$ cat config.mk
export PLATFORM = sky130hd
export DESIGN_NAME = dmem_arbiter
export DESIGN_NICKNAME = d
export VERILOG_FILES = /design/src/rtl/dmem_arbiter.sv
export SDC_FILE = /design/constraint.sdc
export NUM_CORES = 1
export LEC_CHECK = 0
export ABC_AREA = 0
export BUFFER_PORTS_ARGS = -buffer_cell sky130_fd_sc_hd__buf_4
export CAP_MARGIN = 20
export CORE_MARGIN = 1.5
export CORE_UTILIZATION = 40
export DETAILED_ROUTE_END_ITERATION = 8
export HOLD_SLACK_MARGIN = 0.12
export PLACE_DENSITY = 0.71
export RECOVER_POWER = 50
export SETUP_SLACK_MARGIN = 0.1
export SYNTH_ARGS = -nofsm -noshare
export SYNTH_HDL_FRONTEND = slang
export SYNTH_SLANG_ARGS = --single-unit
$ cat constraint.sdc
create_clock -name clk -period 2 [get_ports clk]
set_input_delay 0.3 -clock clk [delete_from_list [all_inputs] [get_ports clk]]
set_output_delay 0.3 -clock clk [all_outputs]
set_load 0.01 [all_outputs]
$ cat src/rtl/dmem_arbiter.sv
// Round-robin arbiter between the CPU memory-stage port and the DMA/loader port
// for the single-ported DataMemory: grant, fixed-latency access, one-cycle ack.
module dmem_arbiter #(
  parameter int LAT = 1
) (
  input  logic        clk,
  input  logic        rst_n,
  input  logic        c_req,
  input  logic        c_we,
  input  logic [31:0] c_addr,
  input  logic [31:0] c_wdata,
  output logic        c_ack,
  output logic [31:0] c_rdata,
  output logic        c_stall,
  input  logic        d_req,
  input  logic        d_we,
  input  logic [31:0] d_addr,
  input  logic [31:0] d_wdata,
  output logic        d_ack,
  output logic [31:0] d_rdata,
  output logic        m_MW,
  output logic        m_MR,
  output logic [31:0] m_addr,
  output logic [31:0] m_wdata,
  input  logic [31:0] m_rdata,
  output logic        owner,
  output logic        busy
);

  localparam int CW = 2;

  typedef enum logic [1:0] {
    S_IDLE   = 2'd0,
    S_ACCESS = 2'd1,
    S_ACK    = 2'd2
  } state_t;

  state_t         state_q;
  logic           last_q;
  logic           gnt_q;
  logic           we_q;
  logic           mw_q;
  logic           mr_q;
  logic           c_ack_q;
  logic           d_ack_q;
  logic [CW-1:0]  cnt_q;
  logic [31:0]    addr_q;
  logic [31:0]    wdata_q;
  logic [31:0]    c_rdata_q;
  logic [31:0]    d_rdata_q;

  logic           any_req;
  logic           pick_d;
  logic           sel_we;
  logic [31:0]    sel_addr;
  logic [31:0]    sel_wdata;

  // On a tie the port that was not served last wins; last_q=1 means DMA.
  assign any_req   = c_req | d_req;
  assign pick_d    = d_req & (~c_req | ~last_q);
  assign sel_we    = pick_d ? d_we    : c_we;
  assign sel_addr  = pick_d ? d_addr  : c_addr;
  assign sel_wdata = pick_d ? d_wdata : c_wdata;

  always_ff @(posedge clk or negedge rst_n) begin
    if (!rst_n) begin
      state_q   <= S_IDLE;
      last_q    <= 1'b1;
      gnt_q     <= 1'b0;
      we_q      <= 1'b0;
      mw_q      <= 1'b0;
      mr_q      <= 1'b0;
      c_ack_q   <= 1'b0;
      d_ack_q   <= 1'b0;
      cnt_q     <= '0;
      addr_q    <= '0;
      wdata_q   <= '0;
      c_rdata_q <= '0;
      d_rdata_q <= '0;
    end else begin
      case (state_q)
        S_IDLE: begin
          if (any_req) begin
            state_q <= S_ACCESS;
            gnt_q   <= pick_d;
            last_q  <= pick_d;
            we_q    <= sel_we;
            addr_q  <= sel_addr;
            wdata_q <= sel_wdata;
            cnt_q   <= CW'(LAT - 1);
            mw_q    <= sel_we;
            mr_q    <= ~sel_we;
          end
        end
        S_ACCESS: begin
          // Writes take a single strobe cycle regardless of LAT.
          if (we_q || (cnt_q == '0)) begin
            state_q <= S_ACK;
            mw_q    <= 1'b0;
            mr_q    <= 1'b0;
            if (gnt_q) d_ack_q <= 1'b1;
            else       c_ack_q <= 1'b1;
            if (!we_q) begin
              if (gnt_q) d_rdata_q <= m_rdata;
              else       c_rdata_q <= m_rdata;
            end
          end else begin
            cnt_q <= cnt_q - CW'(1);
          end
        end
        S_ACK: begin
          state_q <= S_IDLE;
          c_ack_q <= 1'b0;
          d_ack_q <= 1'b0;
        end
        default: state_q <= S_IDLE;
      endcase
    end
  end

  assign m_MW    = mw_q;
  assign m_MR    = mr_q;
  assign m_addr  = addr_q;
  assign m_wdata = wdata_q;
  assign c_ack   = c_ack_q;
  assign d_ack   = d_ack_q;
  assign c_rdata = c_rdata_q;
  assign d_rdata = d_rdata_q;
  assign c_stall = c_req & ~c_ack_q;
  assign owner   = gnt_q;
  assign busy    = (state_q == S_ACCESS) || (state_q == S_ACK);

endmodule

* Yosys cells after proc, flatten, opt, wreduce, memory -nomap -nowiden
Cells that the tools add are included.
Storage, ports and cells: flip-flop bits (word level) 139, bits in latches 0, bits in writable memories 0, bits in read-only memories 0, input port bits 166, logic and storage cells 65, memories 0
Cells by class: add/subtract/negate cells 1, multipliers 0, div/mod/pow operators 0, $lt $le $gt $ge 0, equal/unequal tests 7, shift operators 0, mux-type cells 20, bitwise gates (word level) 10, reductions and logical operators 14
Operators with widths (number):
- 32-bit 2-to-1 mux | 2
- 3-bit AND reduction | 4
- 2-bit != test (second input constant) | 5
- 1-bit 2-to-1 mux | 8
- 2-bit 2-to-1 mux | 4
- 1-bit one-hot mux with 2 select lines | 4
- 2-bit one-hot mux with 2 select lines | 2
- 4-bit AND reduction | 2
- 1-bit NOT | 6
- 2-bit zero test | 2
- 2-bit AND reduction | 2
- 2-bit nonzero test | 2
- 1-bit AND | 2
- 2-bit by 1-bit == test with 1-bit output (second input constant) | 1
- 2-bit == test (second input constant) | 1
- 1-bit logical OR | 2
- 1-bit bitwise OR | 2
- 2-bit by 1-bit subtractor with 2-bit output (second input constant) | 1

* Longest topological paths before layout
Gate-level depths: netlist of run 1.
depth after elaboration 7, gate-level depth with buffers 7, mapped depth without buffers 5

* Worst setup path after synthesis of run 1
OpenSTA, ideal clock, no wires.
path kind register to register, start point reg state_q[1], end point reg c_rdata_q[10] (netlist: c_rdata[10]), setup time 125 ps, arrival 1607 ps, required time 1875 ps, path slack 268 ps, stages on the path, launching flop included 7, path buffers 2, cell sequence dfrtp_1 > inv_1 > ha_1 > nor4bb_1 > buf_4 > buf_12 > mux2_4
On the way: cells in the longest elaborated chain, start to end 2
Ends and longest elaborated chain:
- start: declaration | RTL line 38 | state_t state_q;
- start signal: assignment | RTL line 67 | state_q <= S_IDLE;
- start signal: assignment | RTL line 84 | state_q <= S_ACCESS;
- start signal: assignment | RTL line 98 | state_q <= S_ACK;
- 2-bit by 1-bit == test with 1-bit output | RTL line 81 | case (state_q)
- 4-bit AND reduction (no line)
- end signal: assignment | RTL line 105 | else c_rdata_q <= m_rdata;
- end: declaration | RTL line 49 | logic [31:0] c_rdata_q;
Every way passes these cells. A chain may end at the register's enable or synchronous reset.

* Worst setup path after layout of run 1
start point reg cnt_q[0], end point reg c_rdata_q[22] (netlist: c_rdata[22])
On the way: cells in the longest elaborated chain, start to end 3
Ends and longest elaborated chain:
- start: declaration | RTL line 46 | logic [CW-1:0] cnt_q;
- start signal: assignment | RTL line 90 | cnt_q <= CW'(LAT - 1);
- start signal: assignment | RTL line 108 | cnt_q <= cnt_q - CW'(1);
- 2-bit zero test | RTL line 97 | if (we_q || (cnt_q == '0)) begin
- 1-bit logical OR | RTL line 97
- 4-bit AND reduction (no line)
Every way passes these cells.

==> run_results.csv, run 1 <==
group,metric,value,unit
power_and_ir_drop,powerDensity,1560,mW/mm²
cts,cts_buffers,17,
timing,slew_headroom,41.2,%
worst_setup_path,rrSetupSlack,0.19,ns
hold_path,hp-class,"input port to flip-flop",
worst_setup_path,crit_arrival,2.10,ns
logic_synthesis,synth_edf_count,0,
layout,fillers,1180,
power_and_ir_drop,power.share.clock,22.1,%
power_and_ir_drop,p_int,9.49,mW
layout,multi_input_area,0.00241,mm²
cts,cts_buffer_depth,2,
cts,cts_sinks,139,
layout,area_delta_synth_final,52.6,%
grt,grt_usage,20.9,%
detailed_routing,initialDrtViolationCount,197,
logic_synthesis,syn_area_per_cell,13.0,µm²
layout,final_cell_mix,"236 x buf_4, 138 x dfrtp_1, 70 x clkbuf_1",
placed_design,dp_hpwl,11.9,mm
worst_setup_path,r2r-end,"c_rdata[22]",
timing,final-hold-violation-count,0,
worst_setup_path,crit_start,"cnt_q[0]",
timing,skew,0.00821,ns
detailed_routing,detail_route.wl_per_cell,16.5,µm
worst_setup_path,cp-end-kind,"flip-flop",
timing,tightest_slew,0.882,ns
floorplan,rows,44,
worst_setup_path,crit_type,"flip-flop to flip-flop",
detailed_routing,ant_nets,0,
grt,grt_overflow,0,
logic_synthesis,ys_types,34,
logic_synthesis,ys_seq_area_share,57.2,%
layout,nNetsFinal,979,
detailed_routing,wl,16.6,mm
timing,rsz0062_at_grt,"yes",
worst_setup_path,required,2.29,ns
worst_setup_path,timing.rr.start,"cnt_q[0]",
floorplan,fp.dieH,126,µm
logic_synthesis,synth_nets,641,
power_and_ir_drop,seq_power_share,35.3,%
power_and_ir_drop,share_comb_of_total_power,42.6,%
worst_setup_path,critPathMaxFanout,16,
logic_synthesis,synth_seq_cells,139,
logic_synthesis,yosys_warnings,0,
placed_design,routabilityCongestion,0.768,
grt,grt_max_degree,59,
layout,regArea,0.00348,mm²
timing,slew_viol_final,0,
placed_design,port-buffer-count,300,
detailed_routing,drc,0,
run_status,outcome,"finished, final reports clean",
grt,grt_pass1_wl,25.9,mm
detailed_routing,routed_via_density,4.81,
grt,grt_pass1_vias,5073,
cts,cts-root-buf,"clkbuf_16",
floorplan,die_x,126,µm
worst_setup_path,reg2reg_depth,6,
floorplan,core-area,0.0147,mm²
cts,clk_pin_slew_worst_paths,0.06,ns
cts,tritoncts,"yes",
layout,final_common_cell,"buf_4",
cts,cts_max_level,4,
power_and_ir_drop,p_total,14.5,mW
timing,finalCritPeriodShare,90.3,%
floorplan,num_io_pins,301,
timing,finalCriticalPeriod,1.81,ns
timing,timing.fmax,554,MHz
floorplan,start_util,41.4,%
power_and_ir_drop,p_sw,5.02,mW
logic_synthesis,async_flop_share,100,%
layout,diodes,0,
logic_synthesis,synth_cells,469,
power_and_ir_drop,p_sw_share,34.6,%
logic_synthesis,netlist_area,0.00608,mm²
detailed_routing,drtPass1Iterations,4,
detailed_routing,vias,4822,
run,maxCapViolations,0,
grt,antenna_found_initial,0,
power_and_ir_drop,peakVddDrop,735,µV
logic_synthesis,synth_flop_cell,"dfrtp_1",
layout,drive_above_1_share,43.0,%
timing,tns,0,ns
floorplan,dieArea,0.0160,mm²
worst_setup_path,start_kind,"flip-flop",
worst_setup_path,cp-endpoint,"c_rdata[22]",
cts,clk_latency,0.41,ns
power_and_ir_drop,p_leak,4.47,nW
timing,finalSetupViolCount,0,
-- routing by layer --
metal  wire, µm  track usage [%]  share of wire (%)
met1       6480             23.3                 39
met2       8740             37.8                 53
met3       1100             7.04                6.6
met4        234             6.29                1.4
met5          0                0                  0
-- power groups by stage --
stage                     registers (mW)  logic, mW  clock network (mW)
after floorplan                     5.62       2.83                   0
after global placement              5.08       6.45                   0
after CTS                           5.13       6.69                3.29
after global routing                5.29       6.71                3.41
final                               5.12       6.18                3.21
after detailed placement            5.14       6.64                   0
-- sequential cells by signal, summed over array words and instances, names as in the netlist --
| signal | flops |
|---|---|
| c_ack | 1 |
| c_rdata | 32 |
| cnt_q | 2 |
| d_ack | 1 |
| d_rdata | 32 |
| last_q | 1 |
| m_MR | 1 |
| m_MW | 1 |
| m_addr | 32 |
| m_wdata | 32 |
| owner | 1 |
| state_q | 2 |
| we_q | 1 |
-- kinds of logic after synthesis --
group,after synthesis,synth area share [%]
flip-flops,139,57.2
multiplexers,134,25.3
AO/OA/AOI/OAI,80,7.28
AND/OR/NAND/NOR,76,5.08
buffers and inverters,34,3.95
adder cells (fa/ha/maj),6,1.23
-- per-stage QoR --
step	utilization (%)	instance area (µm²)	cells	hold WS [ns]	setup WS (ns)
2_1_floorplan	-	6080	469	0.00441	0.268
4_1_cts	64.6	9500	999	0.120	0.128
3_3_place_gp	58.4	8590	938	0.297	0.214
3_5_place_dp	58.4	8590	938	0.315	0.131
6_report	63.2	9290	1003	0.142	0.194
5_1_grt	63.2	9290	1003	0.124	0.0705
-- layout make-up --
cell class	instances	area share [%]
Clock buffer	21	5.07
Clock inverter	10	1.51
Inverter	5	0.202
Multi-Input combinational cell	297	26.0
Sequential cell	139	37.5
Tap cell	184	2.48
Timing Repair Buffer	347	27.3
-- cell usage after synthesis, types with 2 or more instances --
| master | number | area, µm² |
|---|---|---|
| dfrtp_1 | 138 | 3450 |
| nor2_1 | 3 | 11.3 |
| a22o_1 | 3 | 26.3 |
| a21oi_1 | 2 | 10.0 |
| inv_1 | 5 | 18.8 |
| mux2_2 | 37 | 417 |
| buf_4 | 3 | 22.5 |
| o21ai_0 | 27 | 135 |
| ha_1 | 6 | 75.1 |
| mux2i_1 | 67 | 671 |
| clkbuf_1 | 6 | 22.5 |
| buf_6 | 5 | 56.3 |
| buf_12 | 3 | 60.1 |
| buf_2 | 11 | 55.1 |
| mux2_4 | 30 | 450 |
| nand2_1 | 66 | 248 |
| o21ai_1 | 40 | 200 |
-- critical path: stages, from the launching register on --
cell and delay, ns:
dfrtp_1 0.36, inv_1 0.10, ha_2 0.24, nor4bb_4 0.28, buf_4 0.20, buf_12 0.19, mux2_4 0.31
-- worst min-delay path by stage --
stage	to	cells after the start	slack, ns	startpoint
after floorplan	c_ack	0	0.004	rst_n
after global placement	c_rdata[24]	1	0.30	rst_n
after detailed placement	c_rdata[29]	1	0.32	rst_n
after CTS	d_rdata[19]	2	0.12	m_rdata[19]
after global routing	c_rdata[12]	2	0.12	m_rdata[12]
final	c_rdata[29]	2	0.14	m_rdata[29]
-- what timing repair did --
item | 4_1_cts | 5_1_grt
resized for setup | 0 | 5
hold endpoints to repair | 91 | 0
hold buffers | 30 | 0
endpoints found under the setup margin | 0 | 46
setup buffers | 0 | 1
Power figures use the tool's default switching activity.
==> run 2, diff against run 1 <==
--- a/config.mk
+++ b/config.mk
@@ -12,7 +12,7 @@
 export CORE_UTILIZATION = 40
 export DETAILED_ROUTE_END_ITERATION = 8
 export HOLD_SLACK_MARGIN = 0.12
-export PLACE_DENSITY = 0.71
+export PLACE_DENSITY_LB_ADDON = 0.2
 export RECOVER_POWER = 50
 export SETUP_SLACK_MARGIN = 0.1
 export SYNTH_ARGS = -nofsm -noshare
==> constraint.sdc (replaced) <==
create_clock -name clk -period 2 [get_ports clk]
set_input_delay 0.3 -clock clk [delete_from_list [all_inputs] [get_ports clk]]
set_output_delay 0.3 -clock clk [all_outputs]
set_load 0.005 [all_outputs]
==> run 2 against run 1 <==
- core utilization is 0.42 points higher
- non-clock buffer count is 9 lower
- sequential cell count stayed put
- fmax is 0.59% lower
- sequential share of layout area is 0.25 points lower
- critical path type unchanged
- critical endpoint is now c_rdata[1]
==> run_results.csv, run 2 (synthesized netlist as in run 1, its figures left out) <==
group,metric,value,unit
power_and_ir_drop,p_leak,4.59,nW
detailed_routing,wl,15.7,mm
timing,worst_hold_slack,0.139,ns
placed_design,dp_hpwl,12.0,mm
hold_path,holdPathEnd,"c_rdata[21]",
grt,grt_overflow,0,
cts,clk_latency,0.41,ns
cts,cts-root-buf,"clkbuf_16",
worst_setup_path,crit_type,"flip-flop to flip-flop",
hold_path,hold_depth,2,
grt,grt_pass1_vias,4996,
timing,tightest_slew,1.19,ns
timing,skew,0.00742,ns
worst_setup_path,required,2.29,ns
cts,cts_sinks,139,
run_status,outcome,"finished, final reports clean",
power_and_ir_drop,share_comb_of_total_power,41.7,%
worst_setup_path,critPathMaxFanout,8,
grt,antenna_found_initial,0,
cts,cts_max_level,4,
timing,finalCritPeriodShare,90.8,%
worst_setup_path,crit_arrival,2.10,ns
floorplan,dieArea,0.0160,mm²
layout,multi_input_area,0.00240,mm²
detailed_routing,detail_route.wl_per_cell,15.8,µm
power_and_ir_drop,power.share.clock,21.6,%
layout,regArea,0.00348,mm²
power_and_ir_drop,p_sw,4.36,mW
detailed_routing,routed_via_density,4.78,
placed_design,routabilityCongestion,0.760,
detailed_routing,initialDrtViolationCount,177,
power_and_ir_drop,p_int,9.55,mW
timing,tns,0,ns
cts,tritoncts,"yes",
timing,rsz0062_at_grt,"no",
grt,grt_pass1_wl,25.1,mm
floorplan,num_io_pins,301,
floorplan,rows,44,
power_and_ir_drop,p_total,13.9,mW
detailed_routing,ant_nets,0,
floorplan,die_x,126,µm
layout,drive_above_1_share,49.3,%
detailed_routing,drtPass1Iterations,4,
power_and_ir_drop,peakVddDrop,703,µV
timing,final-hold-violation-count,0,
grt,grt_max_degree,58,
layout,final_cell_mix,"237 x buf_4, 138 x dfrtp_1, 67 x mux2i_1",
detailed_routing,vias,4747,
layout,fillers,1133,
power_and_ir_drop,seq_power_share,36.7,%
timing,finalCriticalPeriod,1.82,ns
power_and_ir_drop,powerDensity,1490,mW/mm²
power_and_ir_drop,p_sw_share,31.3,%
timing,timing.fmax,550,MHz
layout,diodes,0,
layout,area_delta_synth_final,53.6,%
worst_setup_path,r2r-end,"c_rdata[1]",
layout,final_common_cell,"buf_4",
grt,grt_usage,20.2,%
hold_path,hp-class,"input port to flip-flop",
worst_setup_path,cp-end-kind,"flip-flop",
worst_setup_path,reg2reg_depth,6,
run,maxCapViolations,0,
hold_path,worstHoldStart,"m_rdata[21]",
timing,slew_headroom,20.6,%
timing,finalSetupViolCount,0,
detailed_routing,drc,0,
worst_setup_path,start_kind,"flip-flop",
worst_setup_path,timing.rr.start,"cnt_q[0]",
placed_design,port-buffer-count,300,
worst_setup_path,rrSetupSlack,0.18,ns
timing,slew_viol_final,0,
cts,clk_pin_slew_worst_paths,0.05,ns
cts,cts_buffers,17,
floorplan,start_util,41.4,%
floorplan,core-area,0.0147,mm²
layout,nNetsFinal,969,
floorplan,fp.dieH,126,µm
cts,cts_buffer_depth,2,
## run 2: changes by cell type in the layout (fill, tap and decap cells not counted)
cell,change
bufinv_16,-1
buf_4,+1
dlygate4sd3_1,-6
clkbuf_1,-51
clkbuf_4,+50
clkinv_2,+2
ha_1,+1
o21ai_2,-1
buf_6,-1
clkbuf_8,-2
ha_2,-1
## run 2: critical path, cell delays in order, from the launching register on
cell      delay (ns)
dfrtp_1         0.36
inv_1           0.09
ha_1            0.24
nor4bb_4        0.30
buf_4           0.19
buf_4           0.21
mux2_4          0.31
## run 2: through the flow
stage | utilization (%) | setup slack, ns | cells | cell area (µm²)
after floorplan | - | 0.268 | 469 | 6080
after global placement | 58.3 | 0.191 | 936 | 8570
after detailed placement | 58.3 | 0.157 | 936 | 8570
after CTS | 63.1 | 0.149 | 981 | 9270
after global routing | 63.6 | 0.0954 | 994 | 9350
final | 63.6 | 0.183 | 994 | 9350
## run 2: timing repair
item	in CTS	in global routing
setup endpoints to repair	0	18
resized for setup	0	1
setup buffers	0	1
hold buffers	13	11
endpoints found under the hold margin	63	12
## run 2: cell type report
class / instances / area share [%]
Timing Repair Buffer: 338 / 28.3
Inverter: 5 / 0.201
Clock inverter: 11 / 1.29
Sequential cell: 139 / 37.2
Clock buffer: 21 / 4.82
Multi-Input combinational cell: 296 / 25.7
Tap cell: 184 / 2.46
## run 2: layer usage
layer,up-vias,GRT usage (%),part of all wire [%]
li1,2301,-,-
met3,11,6.92,7.3
met5,-,0,0
met4,0,6.15,1.0
met2,192,34.6,50
met1,2243,24.1,42
## run 2: how the worst max path moves through the flow
stage,from,end,slack (ns),depth (start not counted)
after floorplan,state_q[1],c_rdata[10],0.27,6
after global placement,state_q[1],c_rdata[31],0.19,5
after detailed placement,state_q[1],c_rdata[0],0.16,5
after CTS,state_q[1],c_rdata[0],0.15,5
after global routing,cnt_q[0],c_rdata[1],0.1,6
final,cnt_q[0],c_rdata[1],0.18,6
## run 2: power groups by stage
stage          Combinational (mW)  Clock [mW]  Sequential [mW]
2_1_floorplan                2.82           0             5.10
3_3_place_gp                 5.82           0             5.11
3_5_place_dp                 5.99           0             5.16
4_1_cts                      6.02        3.07             5.14
5_1_grt                      6.36        3.21             5.30
6_report                     5.80        3.00             5.11
